File: config.mk
export PLATFORM = sky130hd
export DESIGN_NAME = score_controller
export DESIGN_NICKNAME = d
export VERILOG_FILES = /design/src/rtl/game_pkg.sv /design/src/rtl/tick_timer.sv /design/src/rtl/score_controller.sv
export SDC_FILE = /design/constraint.sdc
export NUM_CORES = 1
export LEC_CHECK = 0
export ABC_AREA = 1
export CELL_PAD_IN_SITES_DETAIL_PLACEMENT = 0
export CELL_PAD_IN_SITES_GLOBAL_PLACEMENT = 1
export CORE_MARGIN = 5
export CORE_UTILIZATION = 34
export DETAILED_ROUTE_END_ITERATION = 7
export PLACE_DENSITY = 0.7
export SLEW_MARGIN = 25
export SYNTH_ARGS = -nofsm -noshare
export SYNTH_HDL_FRONTEND = slang
export SYNTH_HIERARCHICAL = 1
export SYNTH_SLANG_ARGS = --single-unit
File: constraint.sdc
create_clock -name clk -period 1.92 [get_ports clk]
set_input_delay 0.576 -clock clk [delete_from_list [all_inputs] [get_ports clk]]
set_output_delay 0.576 -clock clk [all_outputs]
set_load 0.02 [all_outputs]
File: src/rtl/game_pkg.sv
// Shared game-flow types and constants for the score controller.
package game_pkg;

    // Encoded game phase; the numeric values are exported to display logic.
    typedef enum logic [2:0] {
        IDLE      = 3'd0,
        SERVE     = 3'd1,
        PLAY      = 3'd2,
        POINT     = 3'd3,
        GAME_OVER = 3'd4
    } game_state_t;

    localparam logic [1:0] WINNER_NONE  = 2'b00;
    localparam logic [1:0] WINNER_LEFT  = 2'b01;
    localparam logic [1:0] WINNER_RIGHT = 2'b10;

    localparam int unsigned DEF_WIN_SCORE   = 9;
    localparam int unsigned DEF_SCORE_W     = 4;
    localparam int unsigned DEF_SERVE_TICKS = 60;
    localparam int unsigned DEF_POINT_TICKS = 30;
    localparam int unsigned DEF_CNT_W       = 7;

endpackage

File: src/rtl/tick_timer.sv
// Phase countdown: load sets the count, each tick decrements until zero.
module tick_timer #(
    parameter int unsigned CNT_W = 7
) (
    input  logic             clk,
    input  logic             rst_n,
    input  logic             load,
    input  logic [CNT_W-1:0] load_val,
    input  logic             tick,
    output logic             zero
);

    logic [CNT_W-1:0] r_cnt;

    // Load wins over tick; the count saturates at zero.
    always_ff @(posedge clk or negedge rst_n) begin
        if (!rst_n) begin
            r_cnt <= '0;
        end else if (load) begin
            r_cnt <= load_val;
        end else if (tick && (r_cnt != '0)) begin
            r_cnt <= r_cnt - CNT_W'(1);
        end
    end

    assign zero = (r_cnt == '0);

endmodule

File: src/rtl/score_controller.sv
// Game-flow FSM and scorekeeper: gates ball motion and tracks both scores.
module score_controller
    import game_pkg::*;
#(
    parameter int unsigned WIN_SCORE   = DEF_WIN_SCORE,
    parameter int unsigned SCORE_W     = DEF_SCORE_W,
    parameter int unsigned SERVE_TICKS = DEF_SERVE_TICKS,
    parameter int unsigned POINT_TICKS = DEF_POINT_TICKS,
    parameter int unsigned CNT_W       = DEF_CNT_W
) (
    input  logic               clk,
    input  logic               rst_n,
    input  logic               timing_tick,
    input  logic               miss_left,
    input  logic               miss_right,
    input  logic               start,
    output logic               ball_enable,
    output logic [SCORE_W-1:0] score_left,
    output logic [SCORE_W-1:0] score_right,
    output logic [2:0]         game_state,
    output logic               game_over,
    output logic [1:0]         winner
);

    localparam logic [CNT_W-1:0]   SERVE_LOAD = CNT_W'(SERVE_TICKS - 1);
    localparam logic [CNT_W-1:0]   POINT_LOAD = CNT_W'(POINT_TICKS - 1);
    localparam logic [SCORE_W-1:0] WIN_VAL    = SCORE_W'(WIN_SCORE);

    game_state_t        r_state, w_state_d;
    logic [SCORE_W-1:0] r_score_l, w_score_l_d;
    logic [SCORE_W-1:0] r_score_r, w_score_r_d;
    logic [1:0]         r_winner, w_winner_d;
    logic               r_ball_enable, r_game_over, r_start_q;
    logic               w_start_rise, w_tmr_load, w_tmr_tick, w_tmr_zero;
    logic [CNT_W-1:0]   w_tmr_load_val;
    logic [SCORE_W-1:0] w_inc_l, w_inc_r;

    assign w_start_rise = start & ~r_start_q;
    assign w_inc_l      = r_score_l + SCORE_W'(1);
    assign w_inc_r      = r_score_r + SCORE_W'(1);
    // Only the countdown phases consume ticks.
    assign w_tmr_tick   = timing_tick & ((r_state == SERVE) | (r_state == POINT));

    tick_timer #(
        .CNT_W (CNT_W)
    ) u_tick_timer (
        .clk      (clk),
        .rst_n    (rst_n),
        .load     (w_tmr_load),
        .load_val (w_tmr_load_val),
        .tick     (w_tmr_tick),
        .zero     (w_tmr_zero)
    );

    // Next-state, score and timer-load decode.
    always_comb begin
        w_state_d      = r_state;
        w_score_l_d    = r_score_l;
        w_score_r_d    = r_score_r;
        w_winner_d     = r_winner;
        w_tmr_load     = 1'b0;
        w_tmr_load_val = SERVE_LOAD;
        unique case (r_state)
            IDLE: begin
                if (w_start_rise) begin
                    w_state_d  = SERVE;
                    w_tmr_load = 1'b1;
                end
            end
            SERVE: begin
                if (timing_tick && w_tmr_zero) begin
                    w_state_d = PLAY;
                end
            end
            PLAY: begin
                if (timing_tick) begin
                    if (miss_left && miss_right) begin
                        // Simultaneous misses: no point, straight to a fresh serve.
                        w_state_d  = SERVE;
                        w_tmr_load = 1'b1;
                    end else if (miss_left) begin
                        w_score_r_d = w_inc_r;
                        if (w_inc_r == WIN_VAL) begin
                            w_state_d  = GAME_OVER;
                            w_winner_d = WINNER_RIGHT;
                        end else begin
                            w_state_d      = POINT;
                            w_tmr_load     = 1'b1;
                            w_tmr_load_val = POINT_LOAD;
                        end
                    end else if (miss_right) begin
                        w_score_l_d = w_inc_l;
                        if (w_inc_l == WIN_VAL) begin
                            w_state_d  = GAME_OVER;
                            w_winner_d = WINNER_LEFT;
                        end else begin
                            w_state_d      = POINT;
                            w_tmr_load     = 1'b1;
                            w_tmr_load_val = POINT_LOAD;
                        end
                    end
                end
            end
            POINT: begin
                if (timing_tick && w_tmr_zero) begin
                    w_state_d  = SERVE;
                    w_tmr_load = 1'b1;
                end
            end
            GAME_OVER: begin
                if (w_start_rise) begin
                    w_state_d   = SERVE;
                    w_score_l_d = '0;
                    w_score_r_d = '0;
                    w_winner_d  = WINNER_NONE;
                    w_tmr_load  = 1'b1;
                end
            end
            default: begin
                w_state_d = IDLE;
            end
        endcase
    end

    // State, scores and registered outputs derived from the next state.
    always_ff @(posedge clk or negedge rst_n) begin
        if (!rst_n) begin
            r_state       <= IDLE;
            r_score_l     <= '0;
            r_score_r     <= '0;
            r_winner      <= WINNER_NONE;
            r_ball_enable <= 1'b0;
            r_game_over   <= 1'b0;
            r_start_q     <= 1'b0;
        end else begin
            r_state       <= w_state_d;
            r_score_l     <= w_score_l_d;
            r_score_r     <= w_score_r_d;
            r_winner      <= w_winner_d;
            r_ball_enable <= (w_state_d == PLAY);
            r_game_over   <= (w_state_d == GAME_OVER);
            r_start_q     <= start;
        end
    end

    assign ball_enable = r_ball_enable;
    assign score_left  = r_score_l;
    assign score_right = r_score_r;
    assign game_state  = r_state;
    assign game_over   = r_game_over;
    assign winner      = r_winner;

endmodule

# Yosys cells after proc, flatten, opt, wreduce, memory -nomap -nowiden
# Index checks and enable logic that the tools add are counted.
[classes]
add_sub_neg = 3
eq_ne = 17
muxes = 46
n_bitwise = 4
reduce_logical = 12
[op_table]
columns = ["op", "n"]
rows = [
  ["$mux W7", 6],
  ["$mux W4", 8],
  ["$mux W3", 9],
  ["$mux W6", 3],
  ["$pmux W4 S2", 2],
  ["$mux W2", 7],
  ["$ne A2 B2 Y1 const B", 6],
  ["$pmux W3 S4", 1],
  ["$eq A3 B2 Y1 const B", 3],
  ["$ne A3 B3 Y1 const B", 3],
  ["$add A4 B1 Y4 const B", 2],
  ["$eq A4 B4 Y1 const B", 2],
  ["$mux W1", 8],
  ["$logic_not A7 Y1", 1],
  ["$reduce_and A7 Y1", 1],
  ["$reduce_bool A7 Y1", 1],
  ["$sub A7 B1 Y7 const B", 1],
  ["$eq A3 B3 Y1 const B", 2],
  ["$reduce_and A6 Y1", 1],
  ["$reduce_and A5 Y1", 1],
  ["$pmux W2 S2", 1],
  ["$reduce_bool A2 Y1", 2],
  ["$eq A3 B1 Y1 const B", 1],
  ["$logic_and A1 B1 Y1", 3],
  ["6 further kinds", 7],
]
[totals]
elab_cells = 90
ff_bits = 23
out_inout_bits = 15
inputBits = 6

# Logic depth before layout (Yosys ltp)
[logic_depth]
depth_word = 9
depth_mapped = 17
depth_no_buf = 17

# Cells and area by module
# The synthesis kept the hierarchy.
[by_module_without_submodules]
columns = ["mod", "cells_each", "area_each_um2", "seq_area_each_um2", "instances"]
rows = [
  ["score_controller", 142, 993.5, 400.4, 1],
  ["tick_timer", 75, 485.5, 175.2, 1],
]

# Worst setup path after synthesis
# Ideal clock, no wire load.
[synth_timing]
path_kind = "register to register"
from = "register r_score_l[1] (netlist: score_left[1])"
to = "register u_tick_timer.r_cnt[0]"
arrival_ns = 1.827
setup_slack_ns = -0.029
setup_ns = 0.121
t_required_ns = 1.799
stages_incl_launch_ff = 18
path_cell_list = "dfrtp_1 ha_1 inv_1 nand2_1 nand2_1 nor2_1 nand2_1 nand2_1 nand2_1 nand2_1 nand2_1 nand2_1 nand3_1 clkbuf_1 nand2_1 o21ai_0 nand2_1 o21ai_2"
[synth_via]
elab_chain_len = 9
[synth_lines]
columns = ["item", "line", "rtl"]
rows = [
  ["start, declared", "score_controller.sv:30", "logic [SCORE_W-1:0] r_score_l, w_score_l_d;"],
  ["start signal, assigned", "score_controller.sv:137", "r_score_l <= w_score_l_d;"],
  ["$add A4 B1 Y4 *", "score_controller.sv:39", "assign w_inc_l = r_score_l + SCORE_W'(1);"],
  ["$eq A4 B4 Y1 *", "score_controller.sv:93", "if (w_inc_l == WIN_VAL) begin"],
  ["$mux W1 *", "score_controller.sv:93", ""],
  ["$mux W1 *", "score_controller.sv:91", "end else if (miss_right) begin"],
  ["$mux W1 *", "score_controller.sv:81", "end else if (miss_left) begin"],
  ["$mux W1 *", "score_controller.sv:77", "if (miss_left && miss_right) begin"],
  ["$mux W1 *", "score_controller.sv:76", "if (timing_tick) begin"],
  ["$pmux W1 S3 *", "score_controller.sv:63", "unique case (r_state)"],
  ["named net w_tmr_load", "score_controller.sv:34", "logic w_start_rise, w_tmr_load, w_tmr_tick, w_tmr_zero;"],
  ["$mux W7 / $reduce_bool A2 Y1 (equally long branches)", "-", ""],
  ["end signal, assigned", "tick_timer.sv:20", "r_cnt <= load_val;"],
  ["end signal, assigned", "tick_timer.sv:22", "r_cnt <= r_cnt - CNT_W'(1);"],
  ["end, declared", "tick_timer.sv:13", "logic [CNT_W-1:0] r_cnt;"],
]
# The timed path passes the listed nets; every way through them passes the cells marked *.
# A chain may end at the register's enable or synchronous reset.

# Worst setup path in the final report
[layout_timing]
from = "register r_score_l[3] (netlist: score_left[3])"
to = "output score_left[3]"
[layout_rtl]
columns = ["item", "line", "rtl"]
rows = [
  ["end, declared", "score_controller.sv:18", "output logic [SCORE_W-1:0] score_left,"],
]
# No word-level cell between the ends.

==> results.cfg <==
[die]
rows = 24
initial_core_util = 0.344
die_area_um2 = 5770
die_height_um = 76.0
die_w_um = 76.0
core_area_um2 = 4290
io_pins = 21

[detailed_routing]
wl_per_cell_um = 11.2
dr.first_iter.drc_count = 61
dr_total_vias = 1446
ant_nets = 0
viasPerCell = 4.45
drtPass1Iterations = 4
drc = 0
drt_wl_total_um = 3630

[power]
powerDensity_nw_per_um2 = 1380
leakage_uw = 0.00119
vdd_drop_max_uv = 642

[sta]
worst_slack_ns = 0.0639
fin_skew_ns = 0.00348
finalSetupViolCount = 0
hold_violations = 0
post-route-min-period_ns = 1.86
rsz0062_at_grt = yes
min_period_over_period = 0.967
max_freq_mhz = 539
slew_viol_final = 0

[cts]
cts_tree = built
hold_buffers = 0
cts_sinks = 23
cts_buffer_depth = 2
htreeDepth = 1
cts_inserted_buffers = 3
cts_root_buffer = clkbuf_8
clock_latency_ns = 0.27
cts.clk_slew.worst_paths_ns = 0.09

[critical_path]
worstSetupStartpoint = score_left[3]
cp-start-kind = register
regToRegSetupSlack_ns = 0.08
r2r_cells = 17
cp-endpoint = score_left[3]
path_class = reg2out
crit_chain = clkdlybuf4s50_1
crit_family = buffers and inverters
crit_path_max_fanout = 4
crit_buf_inv = 1
critPathCaptureType = output pin
cp.arrival_ns = 1.28
reg2reg_to = u_tick_timer/r_cnt[1]
r2r_start = score_left[1]
crit_path_max_incr_delay_ns = 0.62
cp.depth = 1
cp_slowest_cell = clkdlybuf4s50_1
required_ns = 1.34

[grt]
grt_first_pass_wirelength_um = 6330
first_global_vias = 1428
grt_max_degree = 24
grtUsageTotal = 0.129
grt_overflow = 0
antenna_found_initial = 0

[worst_hold_path]
hold_depth = 2
worstHoldPathType = reg2reg

[placement]
post-place-ws_ns = -0.303
numPortBuffers = 20
gp_congestion = 0.809
dpl.hpwl_um = 2780

[yosys]
syn-instance-count = 217
yosys_warnings = 6
synth_edf_count = 0
async_reset_ff_frac = 1.00
synth_cell_type_count = 24
ys.flop_type = dfrtp_1
ys_seq_area_frac = 0.389
ys_ff_latch = 23
postSynthAreaPerCell_um2 = 6.82
synth_area_um2 = 1480

[finish]
areaGrowthSynthToFinish_pct = 46.4
drive_above_1_share = 0.267
fin_util = 0.504
fin_nets = 285
antennaDiodeCount = 0

[run]
max_cap_viol_count = 0

[status]
status = complete, no violations
[layout make-up]
cell class | instances | area (µm²)
Clock buffer | 3 | 41.3
Clock inverter | 1 | 5.00
Fill cell | 454 | 2130
Inverter | 35 | 136
Multi-Input combinational cell | 160 | 892
Sequential cell | 23 | 578
Tap cell | 52 | 65.1
Timing Repair Buffer | 51 | 447
[cell usage after synthesis (2+ instances only)]
cell type,instances,share of area
nand2_1,77,0.20
o21ai_2,2,0.012
inv_1,34,0.086
nand3_1,17,0.058
nand4_1,4,0.017
nor3_1,4,0.014
o21ai_1,3,0.010
conb_1,2,0.0051
nor2_2,3,0.013
nand2_2,2,0.0085
o21ai_0,10,0.034
nor2_1,17,0.043
a21oi_1,4,0.014
dfrtp_1,23,0.39
ha_1,5,0.042
xnor2_1,2,0.012
[stage by stage]
step	hold slack [ns]	cell area, µm²	setup TNS, ns	power, µW	instances
floorplan	0.280	1490	0	1810	219
global placement	0.475	1940	-3.12	2450	315
detailed placement	0.474	1940	-3.44	2460	315
CTS	0.497	2010	0	2820	321
global route	0.541	2160	-0.200	3290	325
finish	0.492	2160	0	2980	325
[per-layer routing]
metal  share of wire  up-vias  wire, µm  GRT usage
met5               0        -         0          0
met4          0.0099        0        36     0.0320
met1            0.53      638      1930      0.179
met3           0.028        4       101     0.0225
met2            0.43       17      1560      0.207
li1                -      787         -          -
[state kept, by name, summed over array words and instances, names as in the netlist]
name                cells
ball_enable             1
game_over               1
game_state              3
r_start_q               1
score_left              4
score_right             4
u_tick_timer/r_cnt      7
winner                  2
[layout by cell type, fill, tap and decap left out, drive strengths merged]
cell type,instances
nor2,21
nand2,80
nor3,5
o211ai,1
a21oi,4
nand3,17
a221oi,1
dfrtp,23
clkinv,1
conb,4
dlymetal6s2s,5
buf,31
ha,5
dlygate4sd2,4
o21ai,15
inv,35
nand4,4
xnor2,2
clkdlybuf4s50,10
xor2,1
clkbuf,4
[repair_timing]
action	in CTS	in global routing
gates cloned	0	1
gates resized for setup	11	43
endpoints found under the setup margin	12	18
setup buffers	2	3
pin swaps	1	6
[how the worst min path moves through the flow]
stage / startpoint / to / slack [ns]
global placement: winner[0] / winner[0] / 0.47
CTS: winner[1] / winner[1] / 0.50
finish: winner[1] / winner[1] / 0.49
floorplan: rst_n / ball_enable / 0.28
global route: winner[1] / winner[1] / 0.54
detailed placement: winner[1] / winner[1] / 0.47
[power by group]
| group | switching, µW | internal, µW |
|---|---|---|
| Sequential | 195 | 677 |
| Clock | 168 | 145 |
| Combinational | 971 | 828 |
| Total | 1330 | 1650 |
[logic make-up after synthesis]
kind of cell             Yosys count  share of synthesized area
AND/OR/NAND/NOR                  127                      0.374
flip-flops                        23                      0.389
adder cells (fa/ha/maj)            5                     0.0423
other                              2                    0.00508
AO/OA/AOI/OAI                     21                     0.0804
XOR/XNOR                           3                     0.0178
buffers and inverters             36                     0.0914
Note: power is estimated with default switching activity, not from simulation.
